`src/rtl/uart_echo_if.sv`:
```
// Receive/transmit handshake bundle for the UART echo controller.
// slave is the controller's view; master is the receiver/transmitter side.
interface uart_echo_if #(
  parameter int DATA_W = 8
);
  logic [DATA_W-1:0] in_data;
  logic              in_valid;
  logic              tx_start;
  logic [DATA_W-1:0] tx_data;
  logic              tx_busy;

  modport master (
    output in_data, in_valid, tx_busy,
    input  tx_start, tx_data
  );

  modport slave (
    input  in_data, in_valid, tx_busy,
    output tx_start, tx_data
  );
endinterface

```
`src/rtl/uart_echo_ctrl.sv`:
```
// Circular buffer between UART receiver and transmitter with four echo modes,
// saturating overrun counter and a launch/guard/drain handshake with tx_busy.
module uart_echo_ctrl #(
  parameter int DATA_W = 8,
  parameter int DEPTH  = 16,
  parameter int DROP_W = 8
) (
  input  logic                   clk,
  input  logic                   rst_n,
  uart_echo_if.slave             bus,
  input  logic [1:0]             mode,
  input  logic                   drop_clr,
  output logic [$clog2(DEPTH):0] count,
  output logic                   full,
  output logic                   empty,
  output logic [DROP_W-1:0]      drop_count
);
  localparam int PTR_W = $clog2(DEPTH);
  localparam int CNT_W = PTR_W + 1;
  localparam logic [DATA_W-1:0] LF = DATA_W'(8'h0A);
  localparam logic [DATA_W-1:0] CR = DATA_W'(8'h0D);

  typedef enum logic [1:0] {IDLE, LAUNCH, GUARD, DRAIN} state_t;

  state_t              state_reg, state_next;
  logic [DATA_W-1:0]   mem [DEPTH];
  logic [PTR_W-1:0]    wr_ptr_reg, rd_ptr_reg;
  logic [CNT_W-1:0]    count_reg, term_cnt_reg;
  logic [DROP_W-1:0]   drop_reg;
  logic                pending_lf_reg;
  logic [DATA_W-1:0]   tx_data_reg;

  logic [DATA_W-1:0]   head, head_xf;
  logic                wr_en, drop, pop, lf_launch, eligible;
  logic                term_inc, term_dec;

  function automatic logic is_term(input logic [DATA_W-1:0] w);
    return (w == LF) || (w == CR);
  endfunction

  assign head     = mem[rd_ptr_reg];
  assign full     = (count_reg == CNT_W'(DEPTH));
  assign empty    = (count_reg == '0);
  assign wr_en    = bus.in_valid && !full;
  assign drop     = bus.in_valid && full;
  // Line mode holds data back until a terminator is buffered; a full buffer forces progress.
  assign eligible = !empty && ((mode != 2'b11) || (term_cnt_reg != '0) || full);
  assign term_inc = wr_en && is_term(bus.in_data);
  assign term_dec = pop && is_term(head);

  generate
    if (DATA_W == 8) begin : g_upper
      always_comb begin
        head_xf = head;
        if (mode == 2'b01 && head >= 8'h61 && head <= 8'h7A)
          head_xf = head - 8'h20;
      end
    end else begin : g_ident
      assign head_xf = head;
    end
  endgenerate

  always_comb begin
    state_next = state_reg;
    pop        = 1'b0;
    lf_launch  = 1'b0;
    case (state_reg)
      IDLE: begin
        if (!bus.tx_busy) begin
          if (pending_lf_reg) begin
            lf_launch  = 1'b1;
            state_next = LAUNCH;
          end else if (eligible) begin
            pop        = 1'b1;
            state_next = LAUNCH;
          end
        end
      end
      LAUNCH:  state_next = GUARD;
      GUARD:   state_next = DRAIN;
      DRAIN:   if (!bus.tx_busy) state_next = IDLE;
      default: state_next = IDLE;
    endcase
  end

  always_ff @(posedge clk) begin
    if (wr_en) mem[wr_ptr_reg] <= bus.in_data;
  end

  always_ff @(posedge clk or negedge rst_n) begin
    if (!rst_n) begin
      state_reg      <= IDLE;
      wr_ptr_reg     <= '0;
      rd_ptr_reg     <= '0;
      count_reg      <= '0;
      term_cnt_reg   <= '0;
      drop_reg       <= '0;
      pending_lf_reg <= 1'b0;
      tx_data_reg    <= '0;
    end else begin
      state_reg <= state_next;
      if (wr_en) wr_ptr_reg <= wr_ptr_reg + PTR_W'(1);
      if (pop)   rd_ptr_reg <= rd_ptr_reg + PTR_W'(1);

      case ({wr_en, pop})
        2'b10:   count_reg <= count_reg + CNT_W'(1);
        2'b01:   count_reg <= count_reg - CNT_W'(1);
        default: count_reg <= count_reg;
      endcase

      case ({term_inc, term_dec})
        2'b10:   term_cnt_reg <= term_cnt_reg + CNT_W'(1);
        2'b01:   term_cnt_reg <= term_cnt_reg - CNT_W'(1);
        default: term_cnt_reg <= term_cnt_reg;
      endcase

      if (drop_clr)
        drop_reg <= '0;
      else if (drop && drop_reg != {DROP_W{1'b1}})
        drop_reg <= drop_reg + DROP_W'(1);

      if (lf_launch) begin
        tx_data_reg    <= LF;
        pending_lf_reg <= 1'b0;
      end else if (pop) begin
        tx_data_reg <= head_xf;
        if (mode == 2'b10 && head_xf == CR) pending_lf_reg <= 1'b1;
      end
    end
  end

  assign bus.tx_start = (state_reg == LAUNCH);
  assign bus.tx_data  = tx_data_reg;
  assign count        = count_reg;
  assign drop_count   = drop_reg;
endmodule
```
`src/flat_wrapper.sv`:
```
// flat-port wrapper written by rule: the top's interface ports become plain ports
module uart_echo_ctrl_flat 
#(
  parameter int DATA_W = 8,
  parameter int DEPTH  = 16,
  parameter int DROP_W = 8
)
  (clk, rst_n, mode, drop_clr, count, full, empty, drop_count, bus_in_data, bus_in_valid, bus_tx_busy, bus_tx_start, bus_tx_data);
  uart_echo_if #(.DATA_W(DATA_W)) bus_i ();
  input  logic clk;
  input  logic rst_n;
  input  logic [1:0] mode;
  input  logic drop_clr;
  output logic [$clog2(DEPTH):0] count;
  output logic full;
  output logic empty;
  output logic [DROP_W-1:0] drop_count;
  input wire logic [$bits(bus_i.in_data)-1:0] bus_in_data;
  input wire logic [$bits(bus_i.in_valid)-1:0] bus_in_valid;
  input wire logic [$bits(bus_i.tx_busy)-1:0] bus_tx_busy;
  output wire logic [$bits(bus_i.tx_start)-1:0] bus_tx_start;
  output wire logic [$bits(bus_i.tx_data)-1:0] bus_tx_data;
  assign bus_i.in_data = bus_in_data;
  assign bus_i.in_valid = bus_in_valid;
  assign bus_i.tx_busy = bus_tx_busy;
  assign bus_tx_start = bus_i.tx_start;
  assign bus_tx_data = bus_i.tx_data;
  uart_echo_ctrl #(.DATA_W(DATA_W), .DEPTH(DEPTH), .DROP_W(DROP_W)) u_core (.clk(clk), .rst_n(rst_n), .bus(bus_i), .mode(mode), .drop_clr(drop_clr), .count(count), .full(full), .empty(empty), .drop_count(drop_count));
endmodule
```
`config.mk`:
```
export PLATFORM = sky130hd
export DESIGN_NAME = uart_echo_ctrl_flat
export DESIGN_NICKNAME = d
export VERILOG_FILES = /design/src/rtl/uart_echo_if.sv /design/src/rtl/uart_echo_ctrl.sv /design/src/flat_wrapper.sv
export SDC_FILE = /design/constraint.sdc
export NUM_CORES = 1
export LEC_CHECK = 0
export CAP_MARGIN = 20
export CORE_ASPECT_RATIO = 0.75
export CORE_UTILIZATION = 55
export DETAILED_ROUTE_END_ITERATION = 10
export DONT_BUFFER_PORTS = 1
export GPL_ROUTABILITY_DRIVEN = 1
export PLACE_DENSITY_LB_ADDON = 0.1
export RECOVER_POWER = 50
export SLEW_MARGIN = 10
export SYNTH_ARGS = -nofsm -noshare
export SYNTH_HDL_FRONTEND = slang
export SYNTH_SLANG_ARGS = --single-unit
```
`constraint.sdc`:
```
create_clock -name clk -period 5.7 [get_ports clk]
set_input_delay 0.57 -clock clk [delete_from_list [all_inputs] [get_ports clk]]
set_output_delay 0.57 -clock clk [all_outputs]
set_load 0.03 [all_outputs]
```
# Word level (Yosys, flattened, before mapping)

Memories as Yosys holds them, arrays and structs flattened.
Index checks and enable logic that the tools add are counted.

Register bits after elaboration: 37
RAM bits: 128
Bits of input ports: 15
Word-level logic and storage cells: 88
Memories kept: 1

Memories:

| memory     | depth | bits a word | rd ports | clocked after Yosys merged registers in | write ports | line                 | text |
|---|---|---|---|---|---|---|---|
| u_core.mem | 16    | 8           | 1        | 0                                       | 1           | uart_echo_ctrl.sv:26 | `logic [DATA_W-1:0] mem [DEPTH];` |

$add $sub $neg: 8
Order comparisons: 2
Equality and inequality tests: 20
Multiplexer cells: 24
Reductions and logical operators: 25

Operator list:

| cell                                                                    | count |
|---|---|
| 8-bit by 4-bit equality test with 1-bit output, second input constant   | 5 |
| 8-bit 2-to-1 mux                                                        | 5 |
| 5-bit one-hot mux with 2 select lines                                   | 2 |
| 1-bit 2-to-1 mux                                                        | 12 |
| 5-bit by 1-bit adder with 5-bit output, second input constant           | 2 |
| 2-bit equality test, second input constant                              | 5 |
| 2-bit nonzero test                                                      | 5 |
| 5-bit by 1-bit subtractor with 5-bit output, second input constant      | 2 |
| 1-bit logical AND                                                       | 9 |
| 4-bit by 1-bit adder with 4-bit output, second input constant           | 2 |
| 8-bit by 1-bit adder with 8-bit output, second input constant           | 1 |
| 2-bit by 1-bit equality test with 1-bit output, second input constant   | 4 |
| 8-bit by 7-bit >= comparator with 1-bit output, second input constant   | 1 |
| 8-bit by 7-bit <= comparator with 1-bit output, second input constant   | 1 |
| 2-bit 2-to-1 mux                                                        | 4 |
| 8-bit inequality test, second input constant                            | 1 |
| 2-bit one-hot mux with 4 select lines                                   | 1 |
| 8-bit by 6-bit subtractor with 8-bit output, second input constant      | 1 |
| 2-bit inequality test, second input constant                            | 3 |
| 5-bit equality test, second input constant                              | 1 |
| 5-bit logical NOT                                                       | 1 |
| 5-bit nonzero test                                                      | 1 |
| 1-bit logical OR                                                        | 4 |
| 3-bit by 1-bit inequality test with 1-bit output, second input constant | 1 |
| other kinds (4)                                                         | 5 |

# Longest topological paths before layout

Depth in word-level cells: 11
Mapped depth: 18
Gate-level depth less buffers: 15

# Worst setup path before layout

OpenSTA, ideal clock, no wires.

Path type: register to register
Start: register u_core.rd_ptr_reg[1]
End: register u_core.term_cnt_reg[4]
Setup time: 125 ps
Arrival time: 3553 ps
Path slack: 2022 ps
Cell stages (with the launch flop): 19
Path buffers: 3
Period minus slack after synthesis: 3678 ps
Path through: dfrtp_1 clkbuf_1 clkbuf_1 clkbuf_1 mux4_2 nand2_1 nand4_1 nor3_1 a21oi_1 nor4_1 ha_1 inv_1 fa_1 inv_1 a21o_1 a21oi_1 xnor2_1 nor2_1 xor2_1

Longest elaborated chain between the ends: 6
Elaborated cells between the ends (all ways): 9

Ends and longest elaborated chain:

| what                                                                                  | line                  | text |
|---|---|---|
| from (decl)                                                                           | uart_echo_ctrl.sv:27  | `logic [PTR_W-1:0] wr_ptr_reg, rd_ptr_reg;` |
| from (signal assigned)                                                                | uart_echo_ctrl.sv:103 | `if (pop) rd_ptr_reg <= rd_ptr_reg + PTR_W'(1);` |
| memory 16 x 8 bit *                                                                   | -                     |  |
| 8-bit by 4-bit equality test with 1-bit output                                        | uart_echo_ctrl.sv:38  | `return (w == LF) \|\| (w == CR);` |
| 1-bit logical OR *                                                                    | uart_echo_ctrl.sv:38  |  |
| 1-bit logical AND *                                                                   | uart_echo_ctrl.sv:49  | `assign term_dec = pop && is_term(head);` |
| 2-bit by 1-bit equality test with 1-bit output or 2-bit equality test (tied branches) | uart_echo_ctrl.sv:111 | `case ({term_inc, term_dec})` |
| 5-bit one-hot mux with 2 select lines or 2-bit nonzero test (tied branches)           | -                     |  |
| to (signal assigned)                                                                  | uart_echo_ctrl.sv:112 | `2'b10: term_cnt_reg <= term_cnt_reg + CNT_W'(1);` |
| to (signal assigned)                                                                  | uart_echo_ctrl.sv:113 | `2'b01: term_cnt_reg <= term_cnt_reg - CNT_W'(1);` |
| to (signal assigned)                                                                  | uart_echo_ctrl.sv:114 | `default: term_cnt_reg <= term_cnt_reg;` |
| to (decl)                                                                             | uart_echo_ctrl.sv:28  | `logic [CNT_W-1:0] count_reg, term_cnt_reg;` |

Mark *: on every way between the ends. The rest lies on a longest branch, timed or not.
A chain may end at the register's enable or synchronous reset.

# Worst setup path in the final report

Ends and elaborated chain as after synthesis.

==> summary.md <==
| Metric | Value |
|---|---|
| I/O Buffers | 0 |
| Req. time, crit path | between 6 and 7 ns |
| Hpwl dp | 9280 um |
| Tot GR Track Use | between 20% and 30% |
| Post-synth top cells | edfxtp_1, dfrtp_1, nand2_1 |
| RSZ-0062 raised after global routing | false |
| Largest register FFs | approximately 130 |
| Largest family of logic cells by synthesized area | multiplexers |
| Diodes inserted | 0 |
| Status | finished, violations left |
| Post-Syn Area per Cell | between 15 and 20 sq um |
| DRT iter0 DRCs | a little under 400 |
| Max-slew violation count | 38 |
| Number of synthesized register bits | between 150 and 200 |
| Post-CTS setup buffers | 0 |
| Worst-Margin Slew | 1.97 ns |
| Reg2reg path depth | 16 |
| Placed Instances | roughly 580 |
| Final hold vios | 0 |
| CTS hold repair buffers | 2 |
| Hold_sp | drop_clr |
| Most frequent cell after synthesis | edfxtp_1 |
| R2r endpoint | u_core.term_cnt_reg[4] |
| Top cells by area, synth | edfxtp_1, dfrtp_1, mux4_2, ha_1, mux4_1 |
| Hold Path Sink | u_core.drop_count[3] |
| Synth Cell Area | 7080 sq um |
| CP max stage delay | roughly 0.70 ns |
| CP max stage cell | dfrtp_1 |
| Drt wl/cell | roughly 23 um |
| Fin crit share | 74.1% |
| Non-Filler Instances | just over 600 |
| Largest net degree at the start of global routing | 38 |
| DRC | 0 |
| CP Capture Type | register |
| Power Density | roughly 490 nW/um^2 |
| TritonCTS clock tree | done |
| Rel. slew slack | -31.5% |
| Reg2reg setup slack | 1.47 ns |
| Total Routed Length | about 14000 um |
| Fin area | around 7800 sq um |
| Minimum clock period | between 4 and 5 ns |
| Synth Area in Simple Gates | slightly below 8% |
| Initial Util | 57.0% |
| Num CTS Buffers | 17 |
| Hold_ws | 0.200 ns |
| Footprint of the multi-input gates | between 2000 and 2500 sq um |
| Area Growth Syn to Fin | 10.7% |
| Worst Hold Path Cells | 1 |
| Failing checks | max-capacitance violations, max-slew violations |
| Syn nets | roughly 470 |
| CTS max path bufs | 2 |
| Post-synthesis sequential area ratio | 67.3% |
| Initial antenna violation count | 0 |
| Via count | between 3000 and 4000 |
| CTS H-tree lvls | 4 |
| Synth warn | 0 |
| Worst-path clk slew | 0.07 ns |
| Post-synthesis mux area share | 12.3% |
| Worst Hold Class | primary input to register |
| FF/Latch Area | ~4800 sq um |
| Core area | 12400 sq um |
| Gr ovfl total | 0 |
| Buffer and inverter count on the worst path | 3 |
| First-pass GRT wire length | 21500 um |
| # rows | 35 |
| Adder-Cell Fraction of Synth Area | under 10% |
| Root Driver | clkbuf_16 |
| Worst Skew | 0.0103 ns |
| Synth Area in XOR/XNOR | ~2.7% |
| Worst VDD drop | between 0.2 and 0.3 mV |
| Startpoint Class | register |
| # fillers | between 900 and 1000 |
| Die H | between 100 and 150 um |
| Total Die Area | 13300 sq um |
| Fmax | about 0.24 GHz |
| Clk sinks | between 150 and 200 |
| EDFF count, synth | ~130 |
| Crit path kind | register to register |
| Worst reg2reg startpoint | u_core.rd_ptr_reg[1] |
| Leak pwr | about 2.8 nW |
| Setup TNS | 0 ns |
| I/O pin cnt | 39 |
| Top cell type's share of synthesized area | around 54% |
| Leading area contributor after synthesis | edfxtp_1 |
| Crit path cell chain | buf_4 -> mux4_2 -> a22oi_1 -> nand2_1 -> nor3_1 -> a21oi_1 -> nor4_1 -> ha_1 -> inv_1 -> fa_1 -> inv_1 -> a21o_1 -> a21oi_1 -> xnor2_1 -> nor2_1 -> xor2_1 |
| WP data arrival | about 4.6 ns |
| Clk Latency, worst-skew pair | 0.43 ns |
| Placer Congestion | between 0.8 and 0.9 |
| Vias in the first global route | ~3600 |
| Via density | 6.05 |
| Ys async rst share | ~22% |
| CP max FO | 23 |
| Dpl cell area | 7240 sq um |
| Width of the chip | 133 um |
| Post-synth cell types | 46 |
| MaxCap Viol Count | 1 |
| Share of layout cells above drive strength 1 | approximately 17% |
| Compound-gate portion of the synthesized area | approximately 3.5% |
| Top_reg_cell synth | edfxtp_1 |
| Post-cts sizing count | 0 |
| Final setup viols | 0 |
| Largest delay share family, worst path | simple AND/OR/NAND/NOR gates |
| Instance count of the mapped netlist | around 430 |
| Total Nets Final | 475 |
| DRT Pass-1 Iters | 5 |
| Post-DRT Antenna Nets | 0 |
-- area by class of cell --
class	count	share of cell area, %
inverters	13	0.623
clock inverters	10	1.07
flip-flops and latches	165	60.9
clock buffers	22	6.32
repair buffers	6	0.559
multi-input cells	235	27.9
well taps	166	2.65
-- stage by stage --
step                worst slack [ns]  total power, mW  utilization (%)
global placement                1.57             2.78             58.2
global route                    1.23             4.05             63.0
detailed placement              1.50             2.79             58.2
floorplan                       2.02             2.55                -
finish                          1.47             3.88             63.0
CTS                             1.50             3.90             63.1
-- worst reg2reg max path, delay by kind of cell (launching register included) --
| family | cells | cell delay [ns] |
|---|---|---|
| and+or+nand+nor | 4 | 0.87 |
| DFF | 1 | 0.70 |
| xor gates and xnor gates | 2 | 0.28 |
| buffers and inverters | 3 | 0.60 |
| adders and majority gates | 2 | 0.69 |
| AOI/OAI and AO/OA | 4 | 0.64 |
| muxes | 1 | 0.37 |
-- metal layers --
layer,global-route usage [%],vias up,part of all wire [%]
li1,-,1667,-
met3,5.76,26,6.8
met1,35.0,1904,47
met5,0,-,0
met2,32.0,138,44
met4,8.66,0,1.8
-- report_power, final --
| part | switching, mW | internal (mW) | leakage, nW |
|---|---|---|---|
| combinational | 0.552 | 0.479 | 0.898 |
| sequential | 0.266 | 1.48 | 1.63 |
| clock | 0.472 | 0.627 | 0.284 |
| total | 1.29 | 2.58 | 2.81 |
-- worst max-delay path by stage --
stage                     cells after the start  slack, ns            startpoint                     end
after CTS                                    16       1.50  u_core.rd_ptr_reg[1]  u_core.term_cnt_reg[4]
after global routing                         15       1.23  u_core.rd_ptr_reg[0]  u_core.term_cnt_reg[4]
after global placement                       15       1.57  u_core.rd_ptr_reg[0]  u_core.term_cnt_reg[4]
final                                        16       1.47  u_core.rd_ptr_reg[1]  u_core.term_cnt_reg[4]
after detailed placement                     15       1.50  u_core.rd_ptr_reg[0]  u_core.term_cnt_reg[4]
after floorplan                              18       2.02  u_core.rd_ptr_reg[1]  u_core.term_cnt_reg[4]
-- kinds of logic (layout without fill, tap and decap cells) --
family                   count (synthesis)  in the layout
multiplexers                            40             40
adder cells (fa/ha/maj)                 22             22
AO/OA/AOI/OAI                           39             39
flip-flops                             165            165
AND/OR/NAND/NOR                        112            112
XOR/XNOR                                22             22
buffers and inverters                   31             51
-- layout by cell type, fill, tap and decap left out, types with 6 or more instances in the layout --
cell | Yosys | layout
a21o_1 | 6 | 6
a21oi_1 | 9 | 9
clkbuf_16 | 0 | 18
dfrtp_1 | 37 | 36
edfxtp_1 | 128 | 128
ha_1 | 20 | 20
inv_1 | 13 | 13
mux4_2 | 31 | 31
nand2_1 | 35 | 35
nand4_1 | 6 | 6
nor2_1 | 28 | 28
o21ai_0 | 14 | 14
xnor2_1 | 11 | 11
xor2_1 | 11 | 11
(Power assumes the default switching activity.)
